--- config.mk ---
export PLATFORM = sky130hd
export DESIGN_NAME = prng_share_arbiter
export DESIGN_NICKNAME = d
export VERILOG_FILES = /design/src/rtl/prng_pkg.sv /design/src/rtl/lfsr16_step.sv /design/src/rtl/prng_share_arbiter.sv
export SDC_FILE = /design/constraint.sdc
export NUM_CORES = 1
export LEC_CHECK = 0
export ABC_CLOCK_PERIOD_IN_PS = 2400
export BUFFER_PORTS_ARGS = -buffer_cell sky130_fd_sc_hd__buf_2
export CAP_MARGIN = 15
export CORE_MARGIN = 2
export CORE_UTILIZATION = 53
export DETAILED_ROUTE_END_ITERATION = 10
export GPL_TIMING_DRIVEN = 0
export PLACE_DENSITY_LB_ADDON = 0.25
export SYNTH_ARGS = -nofsm -noshare
export SYNTH_HDL_FRONTEND = slang
export SYNTH_SLANG_ARGS = --single-unit
--- constraint.sdc ---
create_clock -name clock -period 2.4 [get_ports clock]
set_input_delay 0.12 -clock clock [delete_from_list [all_inputs] [get_ports clock]]
set_output_delay 0.12 -clock clock [all_outputs]
set_load 0.02 [all_outputs]
--- src/rtl/prng_pkg.sv ---
// prng_pkg: shared types and constants for the shared PRNG arbiter.
// FSM states, LFSR tap mask and the nonzero fallback seed.
package prng_pkg;

  typedef enum logic {
    S_IDLE,
    S_RESP
  } fsm_e;

  // Taps at bits 15,13,12,10 give a maximal-period 16-bit sequence.
  localparam logic [15:0] LFSR16_TAP_MASK = 16'hB400;

  localparam logic [15:0] LFSR_NONZERO_DEFAULT = 16'h0001;

  function automatic logic [15:0] lfsr16_next(
    input logic [15:0] s
  );
    return {s[14:0], ^(s & LFSR16_TAP_MASK)};
  endfunction

endpackage

--- src/rtl/lfsr16_step.sv ---
// lfsr16_step: 16-bit Fibonacci LFSR register with load and step.
// A zero load is replaced by the nonzero default so it never locks up.
module lfsr16_step
  import prng_pkg::*;
#(
  parameter logic [15:0] SEED = 16'h0001
) (
  input  logic        clock,
  input  logic        reset,
  input  logic        step_en,
  input  logic        load_en,
  input  logic [15:0] load_data,
  output logic [15:0] state
);

  logic [15:0] state_q;
  logic [15:0] state_d;

  // Load wins over step; a zero seed falls back to the default.
  always_comb begin
    state_d = state_q;
    if (load_en) begin
      if (load_data == 16'h0000) begin
        state_d = LFSR_NONZERO_DEFAULT;
      end else begin
        state_d = load_data;
      end
    end else if (step_en) begin
      state_d = lfsr16_next(state_q);
    end
  end

  // State register, returns to SEED on reset.
  always_ff @(posedge clock) begin
    if (reset) begin
      state_q <= SEED;
    end else begin
      state_q <= state_d;
    end
  end

  assign state = state_q;

endmodule

--- src/rtl/prng_share_arbiter.sv ---
// prng_share_arbiter: one LFSR shared by N_REQ requesters.
// Round-robin grants, one response in flight, reseed and draw counter.
module prng_share_arbiter
  import prng_pkg::*;
#(
  parameter int          N_REQ = 4,
  parameter int          WIDTH = 16,
  parameter logic [15:0] SEED  = 16'h0001,
  localparam int         IDW   = $clog2(N_REQ)
) (
  input  logic             clock,
  input  logic             reset,
  input  logic [N_REQ-1:0] req_valid,
  output logic [N_REQ-1:0] req_ready,
  output logic             rsp_valid,
  input  logic             rsp_ready,
  output logic [IDW-1:0]   rsp_id,
  output logic [WIDTH-1:0] rsp_data,
  input  logic             seed_valid,
  output logic             seed_ready,
  input  logic [WIDTH-1:0] seed_data,
  output logic [31:0]      draw_count
);

  fsm_e             fsm_q;
  fsm_e             fsm_d;
  logic [IDW-1:0]   last_q;
  logic [IDW-1:0]   last_d;
  logic             rsp_valid_q;
  logic             rsp_valid_d;
  logic [IDW-1:0]   rsp_id_q;
  logic [IDW-1:0]   rsp_id_d;
  logic [WIDTH-1:0] rsp_data_q;
  logic [WIDTH-1:0] rsp_data_d;
  logic [31:0]      cnt_q;
  logic [31:0]      cnt_d;

  logic             grant_any;
  logic [IDW-1:0]   grant_idx;
  logic             step_en;
  logic             load_en;
  logic [WIDTH-1:0] lfsr_state;

  lfsr16_step #(
    .SEED (SEED)
  ) u_lfsr (
    .clock     (clock),
    .reset     (reset),
    .step_en   (step_en),
    .load_en   (load_en),
    .load_data (seed_data),
    .state     (lfsr_state)
  );

  function automatic logic [IDW-1:0] wrap_idx(
    input int v
  );
    return IDW'(v % N_REQ);
  endfunction

  // Round-robin pick: scan upward from the slot after the last grant.
  always_comb begin
    grant_any = 1'b0;
    grant_idx = '0;
    for (int i = 1; i <= N_REQ; i++) begin
      if (!grant_any &&
          req_valid[wrap_idx(int'(last_q) + i)]) begin
        grant_any = 1'b1;
        grant_idx = wrap_idx(int'(last_q) + i);
      end
    end
  end

  // Next-state and handshake outputs; reseed beats a draw.
  always_comb begin
    fsm_d       = fsm_q;
    last_d      = last_q;
    rsp_valid_d = rsp_valid_q;
    rsp_id_d    = rsp_id_q;
    rsp_data_d  = rsp_data_q;
    cnt_d       = cnt_q;
    req_ready   = '0;
    seed_ready  = 1'b0;
    step_en     = 1'b0;
    load_en     = 1'b0;
    unique case (fsm_q)
      S_IDLE: begin
        if (seed_valid) begin
          seed_ready = 1'b1;
          load_en    = 1'b1;
        end else if (grant_any) begin
          req_ready[grant_idx] = 1'b1;
          step_en     = 1'b1;
          rsp_data_d  = lfsr_state;
          rsp_id_d    = grant_idx;
          rsp_valid_d = 1'b1;
          last_d      = grant_idx;
          cnt_d       = cnt_q + 32'd1;
          fsm_d       = S_RESP;
        end
      end
      S_RESP: begin
        if (rsp_ready) begin
          rsp_valid_d = 1'b0;
          fsm_d       = S_IDLE;
        end
      end
      default: begin
        fsm_d = S_IDLE;
      end
    endcase
    if (reset) begin
      req_ready  = '0;
      seed_ready = 1'b0;
    end
  end

  // Control, response and counter registers.
  always_ff @(posedge clock) begin
    if (reset) begin
      fsm_q       <= S_IDLE;
      last_q      <= IDW'(N_REQ - 1);
      rsp_valid_q <= 1'b0;
      rsp_id_q    <= '0;
      rsp_data_q  <= '0;
      cnt_q       <= '0;
    end else begin
      fsm_q       <= fsm_d;
      last_q      <= last_d;
      rsp_valid_q <= rsp_valid_d;
      rsp_id_q    <= rsp_id_d;
      rsp_data_q  <= rsp_data_d;
      cnt_q       <= cnt_d;
    end
  end

  assign rsp_valid  = rsp_valid_q;
  assign rsp_id     = rsp_id_q;
  assign rsp_data   = rsp_data_q;
  assign draw_count = cnt_q;

endmodule

Word level (Yosys, flattened, before mapping)
Cells that the tools add are included.
{"block": "word_totals", "regBits": 70, "input_bits": 24, "wordCells": 72}
{"block": "classes", "add_sub_neg": 5, "magnitude_cmp": 6, "n_eq_ne": 3, "n_mux": 37, "bitwise": 2, "reduce_logical": 12}
{"operator": "2-to-1 mux 16 bit", "count": 3}
{"operator": "adder 32 x 1 -> 32 bit (second input constant)", "count": 1}
{"operator": "2-to-1 mux 1 bit", "count": 19}
{"operator": "zero test 16 bit", "count": 1}
{"operator": "2-to-1 mux 4 bit", "count": 4}
{"operator": "parity 16 bit", "count": 1}
{"operator": "< comparator 2 x 3 -> 1 bit (second input constant)", "count": 5}
{"operator": "binary-select mux 1 bit (select 2 bit)", "count": 4}
{"operator": "2-to-1 mux 2 bit", "count": 4}
{"operator": "inequality test 2 bit (second input constant)", "count": 3}
{"operator": "AND reduction 3 bit", "count": 2}
{"operator": "adder 2 x 1 -> 2 bit (second input constant)", "count": 2}
{"operator": "adder 2 bit (second input constant)", "count": 2}
{"operator": "logical AND 1 bit", "count": 4}
{"operator": "case mux 1 bit (2 select lines)", "count": 2}
{"operator": "zero test 1 bit", "count": 3}
{"operator": "demux 1 bit (select 2 bit)", "count": 1}
{"operator": ">= comparator 2 x 1 -> 1 bit (second input constant)", "count": 1}
{"operator": "NOT 1 bit", "count": 2}
{"operator": "nonzero test 2 bit", "count": 1}

Longest topological paths before layout
{"block": "logic_depth", "depth_word": 21, "depth_mapped": 6}

By module
Synthesis repeated with hierarchy kept, for this count alone.
{"block": "hier_totals", "cells_unflattened": 395, "area_unflattened_um2": 3280.6}
{"module": "prng_share_arbiter", "instances": 1, "cells_each": 300, "area_each_um2": 2508.7}
{"module": "lfsr16_step", "instances": 1, "cells_each": 95, "area_each_um2": 772.0}

Worst setup path before layout
OpenSTA, ideal clock, no wires.
{"block": "synth_timing", "kind": "flip-flop to flip-flop", "startpoint": "register cnt_q[0] (netlist: draw_count[0])", "endpoint": "register cnt_q[20] (netlist: draw_count[20])", "setup_time_ns": 0.121, "arrival_time_ns": 1.810, "required_time_ns": 2.279, "setup_slack_ns": 0.470, "path_stages_with_launch": 7, "path_buffers": 1, "synth_period_minus_slack_ns": 1.930, "cell_sequence": "dfxtp_1 -> ha_1 -> nor3b_2 -> nand2_1 -> buf_2 -> nor4_1 -> mux2_2"}
{"block": "synth_via", "elab_chain_cells": 1}
{"item": "start, declared", "line_no": "prng_share_arbiter.sv:35", "text": "logic [31:0] cnt_q;"}
{"item": "start signal, assigned", "line_no": "prng_share_arbiter.sv:133", "text": "cnt_q <= cnt_d;"}
{"item": "adder 32 x 1 -> 32 bit", "line_no": "prng_share_arbiter.sv:98", "text": "cnt_d = cnt_q + 32'd1;"}
No other way between the ends.
A chain may end at the register's enable or synchronous reset.

Worst setup path in the final report
{"block": "layout_timing", "startpoint": "register fsm_q", "endpoint": "output req_ready[2]"}
{"block": "layout_via", "elab_chain_cells": 2}
{"item": "start, declared", "line_no": "prng_share_arbiter.sv:25", "text": "fsm_e fsm_q;"}
{"item": "start signal, assigned", "line_no": "prng_share_arbiter.sv:128", "text": "fsm_q <= fsm_d;"}
{"item": "2-to-1 mux 4 bit", "line_no": "prng_share_arbiter.sv:86", "text": "unique case (fsm_q)"}
{"item": "2-to-1 mux 4 bit", "line_no": "prng_share_arbiter.sv:112", "text": "if (reset) begin"}
{"item": "end, declared", "line_no": "prng_share_arbiter.sv:14", "text": "output logic [N_REQ-1:0] req_ready,"}
No other way between the ends.

==> impl_metrics.env <==
export IMPL_syn_inst=381
export IMPL_ys_types=46
export IMPL_vias_per_cell=5.71
export IMPL_htree_levels=3
export IMPL_clock_root_buffer="clkbuf_8"
export IMPL_setup_viol=0
export IMPL_postCtsSetupRepairBufs=0
export IMPL_cp_data_required_time_ns=2.28
export IMPL_clock_skew_ns=0.00690
export IMPL_clockPowerShare_pct=36.1
export IMPL_fmax_mhz=463
export IMPL_drv_slew=0
export IMPL_netSwitchingPower_mw=0.611
export IMPL_swShare_pct=26.1
export IMPL_ios=80
export IMPL_worst_slew_pin_slew_ns=0.527
export IMPL_fillers=544
export IMPL_drt_pass1_iter_count=4
export IMPL_rsz0062_at_grt="false"
export IMPL_synth_top_area_share_pct=44.7
export IMPL_antenna_found_initial=0
export IMPL_yosysSeqAreaShare_pct=44.7
export IMPL_num_vias=3141
export IMPL_status="complete, no violations"
export IMPL_clock_latency_ns=0.34
export IMPL_p_seq_share_pct=52.8
export IMPL_rr_worst_depth=6
export IMPL_dp_hpwl_um=5660
export IMPL_synth_cell_area_um2=3140
export IMPL_syn2layout_area_growth_pct=20.9
export IMPL_finalHoldViolCount=0
export IMPL_layout_setup_ws_ns=0.240
export IMPL_hold_path_cell_count=3
export IMPL_clock_sinks=70
export IMPL_cts_hold_buf=0
export IMPL_grt_total_usage_pct=24.7
export IMPL_cts_resized=0
export IMPL_grt_pass1_vias=2740
export IMPL_peakVddDrop_v=0.000385
export IMPL_grt_overflow=0
export IMPL_crit_path_start_kind="flop"
export IMPL_core_area_um2=5820
export IMPL_min_path_type="input port to flop"
export IMPL_clockBufferDepth=2
export IMPL_grt_pass1_wl_um=12700
export IMPL_die_h_um=80.9
export IMPL_ys_warnings_count=0
export IMPL_drc_errors=0
export IMPL_multi_input_area_um2=1600
export IMPL_die_w_um=80.9
export IMPL_place_ws_ns=0.363
export IMPL_io_buffers=79
export IMPL_crit_path_max_fanout=10
export IMPL_cts_tree="yes"
export IMPL_numCtsBuffers=9
export IMPL_ys_seq_elements=70
export IMPL_grt_max_degree=11
export IMPL_leakage_nw=1.54
export IMPL_p_per_area_nw_per_um2=616
export IMPL_diodes=0
export IMPL_detail_route_wl_per_cell_um=14.4
export IMPL_setup_tns_ns=0
export IMPL_synthTopCellsByArea="dfxtp_1 (45%), nand2_1 (9.6%), a21oi_1 (6.9%)"
export IMPL_finalWirelength_um=7910
export IMPL_path_clk_slew_ns=0.07
export IMPL_cap_viol_max_count=0
export IMPL_critPathArrivalTime_ns=2.04
export IMPL_finalCritPeriodShare_pct=90.0
export IMPL_finalPower_mw=2.34
export IMPL_layout_commonest_cell="buf_2"
export IMPL_combPwrFrac_pct=11.2
export IMPL_place_congestion=0.826
export IMPL_layout_nets=496
export IMPL_synth_top_area_cell="dfxtp_1"
export IMPL_drive_above_1_share_pct=23.6
export IMPL_period_needed_ns=2.16
export IMPL_max_slew_margin_rel_pct=64.9
export IMPL_p_int_mw=1.73
export IMPL_dieArea_um2=6550
export IMPL_start_util_pct=54.0
export IMPL_avgSynthCellArea_um2=8.24
export IMPL_synth_fp_nets=406
export IMPL_crit_type="flop to output port"
export IMPL_cp_end_kind="output port"
export IMPL_rows=28
export IMPL_final_cell_mix="buf_2 (85), nand2_1 (80), dfxtp_1 (70)"
export IMPL_ant_nets=0
export IMPL_detail_route_iter0_violations=170
export IMPL_seqCellArea_um2=1400
## path summary, 6_finish.rpt
check	start	end	slack (ns)
setup / recovery	fsm_q	req_ready[2]	0.24
setup reg to reg	draw_count[0]	draw_count[20]	0.31
hold / removal	seed_data[12]	u_lfsr.state[12]	0.05
hold reg to reg	rsp_data[3]	rsp_data[3]	0.46
## routing by layer
metal	track usage [%]	wire, µm
met5	0	0
met4	8.31	94
met1	32.6	3640
met2	40.0	3710
met3	5.78	462
## synthesized netlist by cell type, drive strengths merged
cell,count
a21o,1
nor3,3
dfxtp,70
and4bb,1
a21bo,1
and3,6
ha,1
buf,10
mux2i,1
o31ai,18
xor2,7
o21bai,1
a31oi,16
or3,4
nor4b,1
or3b,1
and4,4
a41oi,1
nand3b,3
nor3b,2
and2,2
nand2b,4
mux2,3
nor4,5
o21ai,4
clkbuf,16
nor2b,4
nand3,12
nand2,80
inv,3
nand4,9
or4,19
xnor2,3
a21oi,44
nor2,20
a221oi,1
## final cells by class
| type | count | area share (%) |
|---|---|---|
| Clock inverter | 1 | 0.132 |
| Buffer | 26 | 3.30 |
| Sequential cell | 70 | 36.9 |
| Timing Repair Buffer | 79 | 10.4 |
| Multi-Input combinational cell | 282 | 42.2 |
| Inverter | 3 | 0.297 |
| Tap cell | 75 | 2.47 |
| Clock buffer | 14 | 4.29 |
## power by group through the flow
stage | combinational [mW] | sequential [mW] | clock, mW
floorplan | 0.149 | 1.28 | 0
global placement | 0.254 | 1.26 | 0
detailed placement | 0.259 | 1.26 | 0
CTS | 0.261 | 1.23 | 0.853
global route | 0.288 | 1.24 | 0.902
finish | 0.261 | 1.23 | 0.844
## metrics by stage
stage / instance area (µm²) / hold slack, ns / instances / utilization (%)
3_3_place_gp: 3630 / 0.392 / 535 / 62.4
2_1_floorplan: 3140 / 0.282 / 381 / -
5_1_grt: 3790 / 0.0502 / 550 / 65.3
3_5_place_dp: 3630 / 0.396 / 535 / 62.4
6_report: 3790 / 0.0525 / 550 / 65.3
4_1_cts: 3790 / 0.0428 / 550 / 65.3
## logic make-up after synthesis
family	after synthesis	synth area share, %
adder cells (fa/ha/maj)	1	0.399
flip-flops	70	44.7
AO/OA/AOI/OAI	87	16.9
multiplexers	4	1.40
XOR/XNOR	10	2.79
AND/OR/NAND/NOR	180	29.5
buffers and inverters	29	4.35
## registers in the layout (all words and copies together) (netlist names)
name,count
draw_count,32
rsp_data,16
fsm_q,1
last_q,2
rsp_valid,1
rsp_id,2
u_lfsr.state,16
## worst max-delay path: stages, from the launching register on
cell      delay (ns)
dfxtp_1         0.38
nor2_1          0.26
and2_2          0.20
clkbuf_1        0.21
buf_2           0.27
nand3b_1        0.13
nor2_1          0.10
buf_2           0.16
Power figures use the tool's default switching activity.
